===== src/rtl/dpsram_store_buffer.sv =====
// Byte-masked store queue in front of a dpsram write port, with read-after-write forwarding to port A.
// Optional push coalescing into the youngest entry when DPSRAM_SB_COALESCE_EN is defined.
module dpsram_store_buffer #(
  parameter int DATA_WIDTH  = 32,
  parameter int DATA_DEPTH  = 1024,
  parameter int BYTE_SIZE   = 8,
  parameter int QUEUE_DEPTH = 4,
  localparam int AW = $clog2(DATA_DEPTH),
  localparam int NB = DATA_WIDTH / BYTE_SIZE,
  localparam int QW = $clog2(QUEUE_DEPTH),
  localparam int CW = QW + 1
) (
  input  logic                  clk,
  input  logic                  rst,
  input  logic                  push_valid_i,
  output logic                  push_ready_o,
  input  logic [AW-1:0]         push_addr_i,
  input  logic [NB-1:0]         push_we_i,
  input  logic [DATA_WIDTH-1:0] push_wdata_i,
  input  logic                  sram_gnt_i,
  output logic                  sram_en_o,
  output logic [NB-1:0]         sram_we_o,
  output logic [AW-1:0]         sram_addr_o,
  output logic [DATA_WIDTH-1:0] sram_wdata_o,
  input  logic                  fwd_en_i,
  input  logic [AW-1:0]         fwd_addr_i,
  output logic [NB-1:0]         fwd_hit_o,
  output logic [DATA_WIDTH-1:0] fwd_data_o,
  output logic [CW-1:0]         count_o,
  output logic                  empty_o
);

  logic [AW-1:0]         r_addr [QUEUE_DEPTH];
  logic [NB-1:0]         r_mask [QUEUE_DEPTH];
  logic [DATA_WIDTH-1:0] r_data [QUEUE_DEPTH];
  logic [QW:0]           r_wptr, r_rptr;
  logic [NB-1:0]         r_fwd_hit;
  logic [DATA_WIDTH-1:0] r_fwd_data;

  logic [CW-1:0]         w_count;
  logic                  w_empty, w_full, w_pop;
  logic [QW-1:0]         w_head, w_tail, w_young;
  logic                  w_merge_ok, w_accept, w_alloc, w_merge;
  logic [NB-1:0]         w_fwd_hit;
  logic [DATA_WIDTH-1:0] w_fwd_data;

  assign w_head  = r_rptr[QW-1:0];
  assign w_tail  = r_wptr[QW-1:0];
  assign w_young = w_tail - QW'(1);
  assign w_count = r_wptr - r_rptr;
  assign w_empty = (r_wptr == r_rptr);
  assign w_full  = (r_wptr[QW-1:0] == r_rptr[QW-1:0]) && (r_wptr[QW] != r_rptr[QW]);
  assign w_pop   = !w_empty && sram_gnt_i;

`ifdef DPSRAM_SB_COALESCE_EN
  // The youngest entry cannot absorb a push on the edge it leaves the queue.
  assign w_merge_ok = !w_empty && (r_addr[w_young] == push_addr_i) &&
                      !(w_pop && (w_young == w_head));
`else
  assign w_merge_ok = 1'b0;
`endif

  assign push_ready_o = !w_full || w_merge_ok;
  assign w_accept     = push_valid_i && push_ready_o && (|push_we_i);
  assign w_alloc      = w_accept && !w_merge_ok;
  assign w_merge      = w_accept && w_merge_ok;

  always_ff @(posedge clk or posedge rst) begin
    if (rst) begin
      r_wptr <= '0;
      r_rptr <= '0;
    end else begin
      if (w_alloc) r_wptr <= r_wptr + (QW+1)'(1);
      if (w_pop)   r_rptr <= r_rptr + (QW+1)'(1);
    end
  end

  // Payload needs no reset; validity is carried entirely by the pointers.
  always_ff @(posedge clk) begin
    if (w_alloc) begin
      r_addr[w_tail] <= push_addr_i;
      r_mask[w_tail] <= push_we_i;
      r_data[w_tail] <= push_wdata_i;
    end else if (w_merge) begin
      r_mask[w_young] <= r_mask[w_young] | push_we_i;
      for (int b = 0; b < NB; b++) begin
        if (push_we_i[b])
          r_data[w_young][b*BYTE_SIZE +: BYTE_SIZE] <= push_wdata_i[b*BYTE_SIZE +: BYTE_SIZE];
      end
    end
  end

  assign sram_en_o    = w_pop;
  assign sram_we_o    = w_pop ? r_mask[w_head] : '0;
  assign sram_addr_o  = r_addr[w_head];
  assign sram_wdata_o = r_data[w_head];

  // Walk oldest to youngest so the youngest matching lane overwrites older ones.
  always_comb begin
    w_fwd_hit  = '0;
    w_fwd_data = '0;
    for (int k = 0; k < QUEUE_DEPTH; k++) begin
      if ((CW'(k) < w_count) && (r_addr[w_head + QW'(k)] == fwd_addr_i)) begin
        for (int b = 0; b < NB; b++) begin
          if (r_mask[w_head + QW'(k)][b]) begin
            w_fwd_hit[b] = 1'b1;
            w_fwd_data[b*BYTE_SIZE +: BYTE_SIZE] =
              r_data[w_head + QW'(k)][b*BYTE_SIZE +: BYTE_SIZE];
          end
        end
      end
    end
  end

  always_ff @(posedge clk or posedge rst) begin
    if (rst) begin
      r_fwd_hit  <= '0;
      r_fwd_data <= '0;
    end else if (fwd_en_i) begin
      r_fwd_hit  <= w_fwd_hit;
      r_fwd_data <= w_fwd_data;
    end else begin
      r_fwd_hit  <= '0;
      r_fwd_data <= '0;
    end
  end

  assign fwd_hit_o  = r_fwd_hit;
  assign fwd_data_o = r_fwd_data;
  assign count_o    = w_count;
  assign empty_o    = w_empty;

endmodule


===== config.mk =====
export PLATFORM = sky130hd
export DESIGN_NAME = dpsram_store_buffer
export DESIGN_NICKNAME = d
export VERILOG_FILES = /design/src/rtl/dpsram_store_buffer.sv
export SDC_FILE = /design/constraint.sdc
export NUM_CORES = 1
export LEC_CHECK = 0
export CAP_MARGIN = 25
export CORE_ASPECT_RATIO = 0.7
export CORE_MARGIN = 2
export CORE_UTILIZATION = 45
export CTS_BUF_LIST = sky130_fd_sc_hd__clkbuf_4
export DETAILED_ROUTE_END_ITERATION = 12
export PLACE_DENSITY_LB_ADDON = 0.12
export REMOVE_ABC_BUFFERS = 1
export SETUP_SLACK_MARGIN = 0.5
export SLEW_MARGIN = 25
export SYNTH_ARGS = -nofsm -noshare
export SYNTH_HDL_FRONTEND = slang
export SYNTH_SLANG_ARGS = --single-unit

===== constraint.sdc =====
create_clock -name clk -period 3.7 [get_ports clk]
set_input_delay 0.74 -clock clk [delete_from_list [all_inputs] [get_ports clk]]
set_output_delay 0.74 -clock clk [all_outputs]
set_load 0.1 [all_outputs]

* Word-level counts from Yosys, hierarchy flattened
Memories as Yosys holds them, arrays and structs flattened.
Index checks and enable logic that the tools add are counted.
** Storage, ports and cells
- Output and inout port bits :: 88
- Register bits after elaboration :: 42
- RAM bits :: 184
- Memories :: 3
- Word-level logic and storage cells :: 80
- Bits of input ports :: 61
** Memories
- r_data :: depth 4, bits a word 32, read ports 4, clocked after Yosys merged registers in 0, write ports 1, RTL line 35 : logic [DATA_WIDTH-1:0] r_data [QUEUE_DEPTH];
- r_addr :: depth 4, bits a word 10, read ports 4, clocked after Yosys merged registers in 0, write ports 1, RTL line 33 : logic [AW-1:0] r_addr [QUEUE_DEPTH];
- r_mask :: depth 4, bits a word 4, read ports 4, clocked after Yosys merged registers in 0, write ports 1, RTL line 34 : logic [NB-1:0] r_mask [QUEUE_DEPTH];
** Cells by class
- Mux-type cells :: 45
- Magnitude comparators :: 4
- Reduce and logical (&&, ||, !) cells :: 11
- Add/subtract/negate cells :: 6
- Equality and inequality tests :: 7
** Operators by type and width (number)
- two-way mux 32 bit :: 5
- two-way mux 8 bit :: 16
- equality test 10 bit :: 4
- two-way mux 4 bit :: 6
- two-way mux 1 bit :: 18
- logical AND 1 bit :: 8
- adder 3 x 1 -> 3 bit, second input constant :: 2
- < comparator 1 x 3 -> 1 bit, first input constant :: 2
- < comparator 2 x 3 -> 1 bit, first input constant :: 2
- adder 2 bit, second input constant :: 2
- OR reduction 4 bit :: 1
- equality test 3 bit :: 1
- subtractor 3 bit :: 1
- adder 2 x 1 -> 2 bit, second input constant :: 1
- equality test 2 bit :: 1
- zero test 1 bit :: 2
- != test 1 bit :: 1

* Longest topological paths before layout
Gate-level depths: netlist of the first run.
- Depth in word-level cells :: 11
- Gate-level depth with buffers :: 14
- Mapped depth without buffers :: 10

* Worst setup path before layout of the first run
OpenSTA, ideal clock, no wires.
- Path type :: register to output
- Start :: register r_rptr[1]
- End :: output sram_we_o[0]
- Path slack :: -1.694 ns
- Arrival time :: 4.654 ns
- Buffers on the path :: 6
- Required time :: 2.960 ns
- Stages on the path, launching flop included :: 12
- Cells stage by stage :: dfrtp_1 buf_2 buf_2 buf_2 buf_1 buf_1 inv_1 ha_1 and3_1 nor2b_1 clkbuf_1 and2_1
** Between the ends
- Word-level cells in the longest chain between the ends :: 4
- Elaborated cells on any way between the ends :: 5
- Classes of those cells :: eq/ne: 1; mux: 1; reduce/logical: 2; memory: 1
** Ends and longest elaborated chain
- start, declared :: RTL line 36 : logic [QW:0] r_wptr, r_rptr;
- start signal, assigned :: RTL line 74 : if (w_pop) r_rptr <= r_rptr + (QW+1)'(1);
- equality test 3 bit :: RTL line 51 : assign w_empty = (r_wptr == r_rptr);
- via empty_o :: RTL line 30 : output logic empty_o
- zero test 1 bit :: RTL line 53 : assign w_pop = !w_empty && sram_gnt_i;
- logical AND 1 bit :: RTL line 53
- via sram_en_o :: RTL line 21 : output logic sram_en_o,
- two-way mux 4 bit :: RTL line 94 : assign sram_we_o = w_pop ? r_mask[w_head] : '0;
- end, declared :: RTL line 22 : output logic [NB-1:0] sram_we_o,
The timed path passes the listed nets, and every way through them passes these cells.

* Final worst setup path of the first run
- Start :: register r_rptr[1]
- End :: output sram_we_o[1]
** Between the ends
- Word-level cells in the longest chain between the ends :: 4
- Elaborated cells on any way between the ends :: 5
- Classes of those cells :: eq/ne: 1; mux: 1; reduce/logical: 2; memory: 1
** Ends and longest elaborated chain (RTL line)
- equality test 3 bit :: 51
- zero test 1 bit :: 53
- logical AND 1 bit :: 53
- two-way mux 4 bit (*) :: 94
Mark *: on every way between the ends. The rest lies on a longest branch, timed or not.

==> flow_summary.yaml, run 1 <==
status:
  status: "finished clean"
routing:
  num_vias: 10900
  drc_errors: 0
  wl_met2_um: 20900
  drt_iter0_drc: 1379
  wl_met1_um: 19400
  wirelength_um: 46200
  maxUsedRoutingLayer: "met5"
  routed_via_density: 6.48
  antenna_left: 0
  wl_met3_um: 4800
  wire_per_inst_um: 27.5
  drt_first_pass_iters: 5
clock_network:
  clock_latency_ns: 0.74
  htree_num_levels: 2
  hold_buffers: 0
  clk_pin_slew_ns: 0.08
  cts_tree: "done"
  numCtsBuffers: 56
  cts_root_buf: "clkbuf_4"
  max-clock-path-buffers: 3
  clock_sinks: 226
setup_path:
  ff2ff_setup_slack_ns: 0.45
  worstPathRequired_ns: 2.96
  worstSetupStartpointType: "flop"
  crit_family: "buffers and inverters"
  crit_arrival_ns: 2.51
  r2r_start: "r_rptr[1]"
  slowest_delay_ns: 0.50
  crit_path_end_kind: "primary output"
  ff2ff_path_depth: 11
  worst_path_max_delay_cell: "dfrtp_4"
  reg2reg_to: "fwd_data_o[21]"
  cpMostUsedCell: "buf_12"
  path_buf_inv: 5
  path_class: "reg2out"
  worstPathMaxFanout: 4
  path_cells: "buf_12 > buf_16 > clkinv_8 > ha_4 > and3_4 > nor2b_4 > buf_6 > and2_4 > buf_12"
final_layout:
  layout_common_cells: "edfxtp_1, mux4_2, clkdlybuf4s50_1"
  drive_above_1_share: 0.443
  fillCellCount: 2358
  syn2layout_area_growth_pct: 34.9
  layout.cells.non_filler: 1678
  layout.nets: 1279
  mostFrequentLayoutCell: "edfxtp_1"
  fin_util: 0.616
  fin_area_mm2: 0.0192
yosys:
  yosys_warnings: 0
  ys_top_cells_by_area: "edfxtp_1, mux4_2, dfrtp_1"
  synth_flop_cell: "edfxtp_1"
  synth_area_per_cell_um2: 14.6
  ys_ff_latch: 226
  yosysTopAreaCellShare: 0.388
  synth_edf_count: 184
  synth.cell_area_mm2: 0.0142
  synthArstFlopShare: 0.186
  yosysUniqueCellTypes: 51
  syn_inst: 974
  synth_top_area_cell: "edfxtp_1"
  yosysSeqAreaShare: 0.462
global_route:
  grt_overflow: 0
  grt_pass1_wl_um: 66700
  grt_pass1_vias: 10500
  grt_antenna_before_repair: 4
  grtUsageTotal: 0.271
  grt_max_degree: 57
die:
  die_x_um: 216
  initial_core_util: 0.457
  die_h_um: 153
  num_io_pins: 149
  num_rows: 54
  core_area_mm2: 0.0311
  die_area_mm2: 0.0331
placed_design:
  routabilityCongestion: 0.811
  dpl-instance-area_mm2: 0.0164
  hpwl_um: 25400
  port_buffers: 148
  dp_cells: 1487
timing:
  period_share: 0.879
  finClkSkew_ns: 0.0402
  hold_viol: 0
  slew_viol_final: 0
  min_period_ns: 3.25
  worstMarginPinSlew_ns: 1.05
  slew_headroom: 0.295
  max_freq_mhz: 307
  final-setup-viol-count: 0
  rsz0062_at_grt: "true"
  fin_setup_tns_ns: 0
flow_run:
  drv_cap: 0
worst_hold_path:
  hp-class: "in2async"
routing by layer:
layer / GRT usage / vias to the layer above
met5: 0 / -
met2: 0.389 / 691
met1: 0.401 / 5518
li1: - / 4568
met4: 0.0943 / 2
met3: 0.0681 / 92
cell families (layout without fill, tap and decap cells):
family,Yosys count,count (layout),synth area share
and+or+nand+nor,229,229,0.0905
DFF,226,226,0.462
muxes,207,207,0.292
AOI/OAI and AO/OA,135,135,0.0731
buffers and inverters,117,399,0.0411
xor gates and xnor gates,52,52,0.0330
adders and majority gates,8,8,0.00757
other,0,2,0
cells in the mapped netlist, drive strengths merged, types with 3 or more instances:
library cell	instances
o21ai	42
o31a	4
nor2b	3
nor4	34
a22o	8
dfrtp	42
mux4	166
or4	26
ha	7
xnor2	38
nor2	10
mux2	7
and2	8
mux2i	34
a21oi	4
and3	34
inv	16
nand4	17
nand2	81
buf	57
o41ai	31
xor2	13
o21a	11
o2bb2ai	17
o211ai	9
clkbuf	44
nand3	11
edfxtp	184
sequential cells by signal, summed over array words and instances, names as in the netlist:
name	flops
fwd_data_o	32
fwd_hit_o	4
r_addr	40
r_data	128
r_mask	16
r_rptr	3
r_wptr	3
final cells by class:
cell class / count / area, um^2 / share of cell area
multi-input combinational: 631 / 7650 / 0.399
sequential: 226 / 6580 / 0.343
timing repair buffer: 279 / 3600 / 0.188
clock buffer: 89 / 668 / 0.0348
tap: 420 / 526 / 0.0274
clock inverter: 15 / 83.8 / 0.00437
inverter: 16 / 72.6 / 0.00378
antenna: 2 / 5.00 / 0.000261
metrics by stage:
step	setup slack (ns)	hold slack [ns]
2_1_floorplan	-9.36	0.491
3_3_place_gp	0.216	0.516
3_5_place_dp	0.169	0.528
4_1_cts	0.466	0.498
5_1_grt	0.353	0.545
6_report	0.446	0.534
timing repair:
item                                    4_1_cts  5_1_grt
cloned                                       14        9
pin swaps                                    29       44
resized for setup                            93       78
setup buffers                                37       25
endpoints found under the setup margin       82       71
worst max-delay path by stage:
stage	start	cells past startpoint	endpoint	slack [ns]
6_report	r_rptr[1]	9	sram_we_o[1]	0.45
4_1_cts	r_rptr[1]	11	fwd_data_o[8]	0.47
3_5_place_dp	fwd_addr_i[9]	8	fwd_data_o[11]	0.17
3_3_place_gp	fwd_addr_i[9]	8	fwd_data_o[8]	0.22
2_1_floorplan	r_rptr[0]	8	fwd_data_o[0]	-9.36
5_1_grt	r_rptr[0]	11	fwd_data_o[30]	0.35
Power of run 1 is not shown: default switching activity piles up to over one toggle a cycle in this logic, so the estimate is an artifact.
==> inputs of run 2 (changes only) <==
--- a/config.mk
+++ b/config.mk
@@ -5,11 +5,11 @@
 export SDC_FILE = /design/constraint.sdc
 export NUM_CORES = 1
 export LEC_CHECK = 0
-export CAP_MARGIN = 25
 export CORE_ASPECT_RATIO = 0.7
 export CORE_MARGIN = 2
 export CORE_UTILIZATION = 45
 export CTS_BUF_LIST = sky130_fd_sc_hd__clkbuf_4
+export CTS_CLUSTER_SIZE = 20
 export DETAILED_ROUTE_END_ITERATION = 12
 export PLACE_DENSITY_LB_ADDON = 0.12
 export REMOVE_ABC_BUFFERS = 1
==> results of run 2 <==
The final DEF is identical to that of run 1; final timing and power are the same.
Power of run 2 is left out for the same reason.
==> inputs of run 3 (changes only) <==
--- a/config.mk
+++ b/config.mk
@@ -9,7 +9,7 @@
 export CORE_MARGIN = 2
 export CORE_UTILIZATION = 45
 export CTS_BUF_LIST = sky130_fd_sc_hd__clkbuf_4
-export CTS_CLUSTER_SIZE = 20
+export CTS_CLUSTER_SIZE = 16
 export DETAILED_ROUTE_END_ITERATION = 12
 export PLACE_DENSITY_LB_ADDON = 0.12
 export REMOVE_ABC_BUFFERS = 1
==> results of run 3 <==
The final DEF is identical to that of run 1; final timing and power are the same.
Power of run 3 is left out for the same reason.
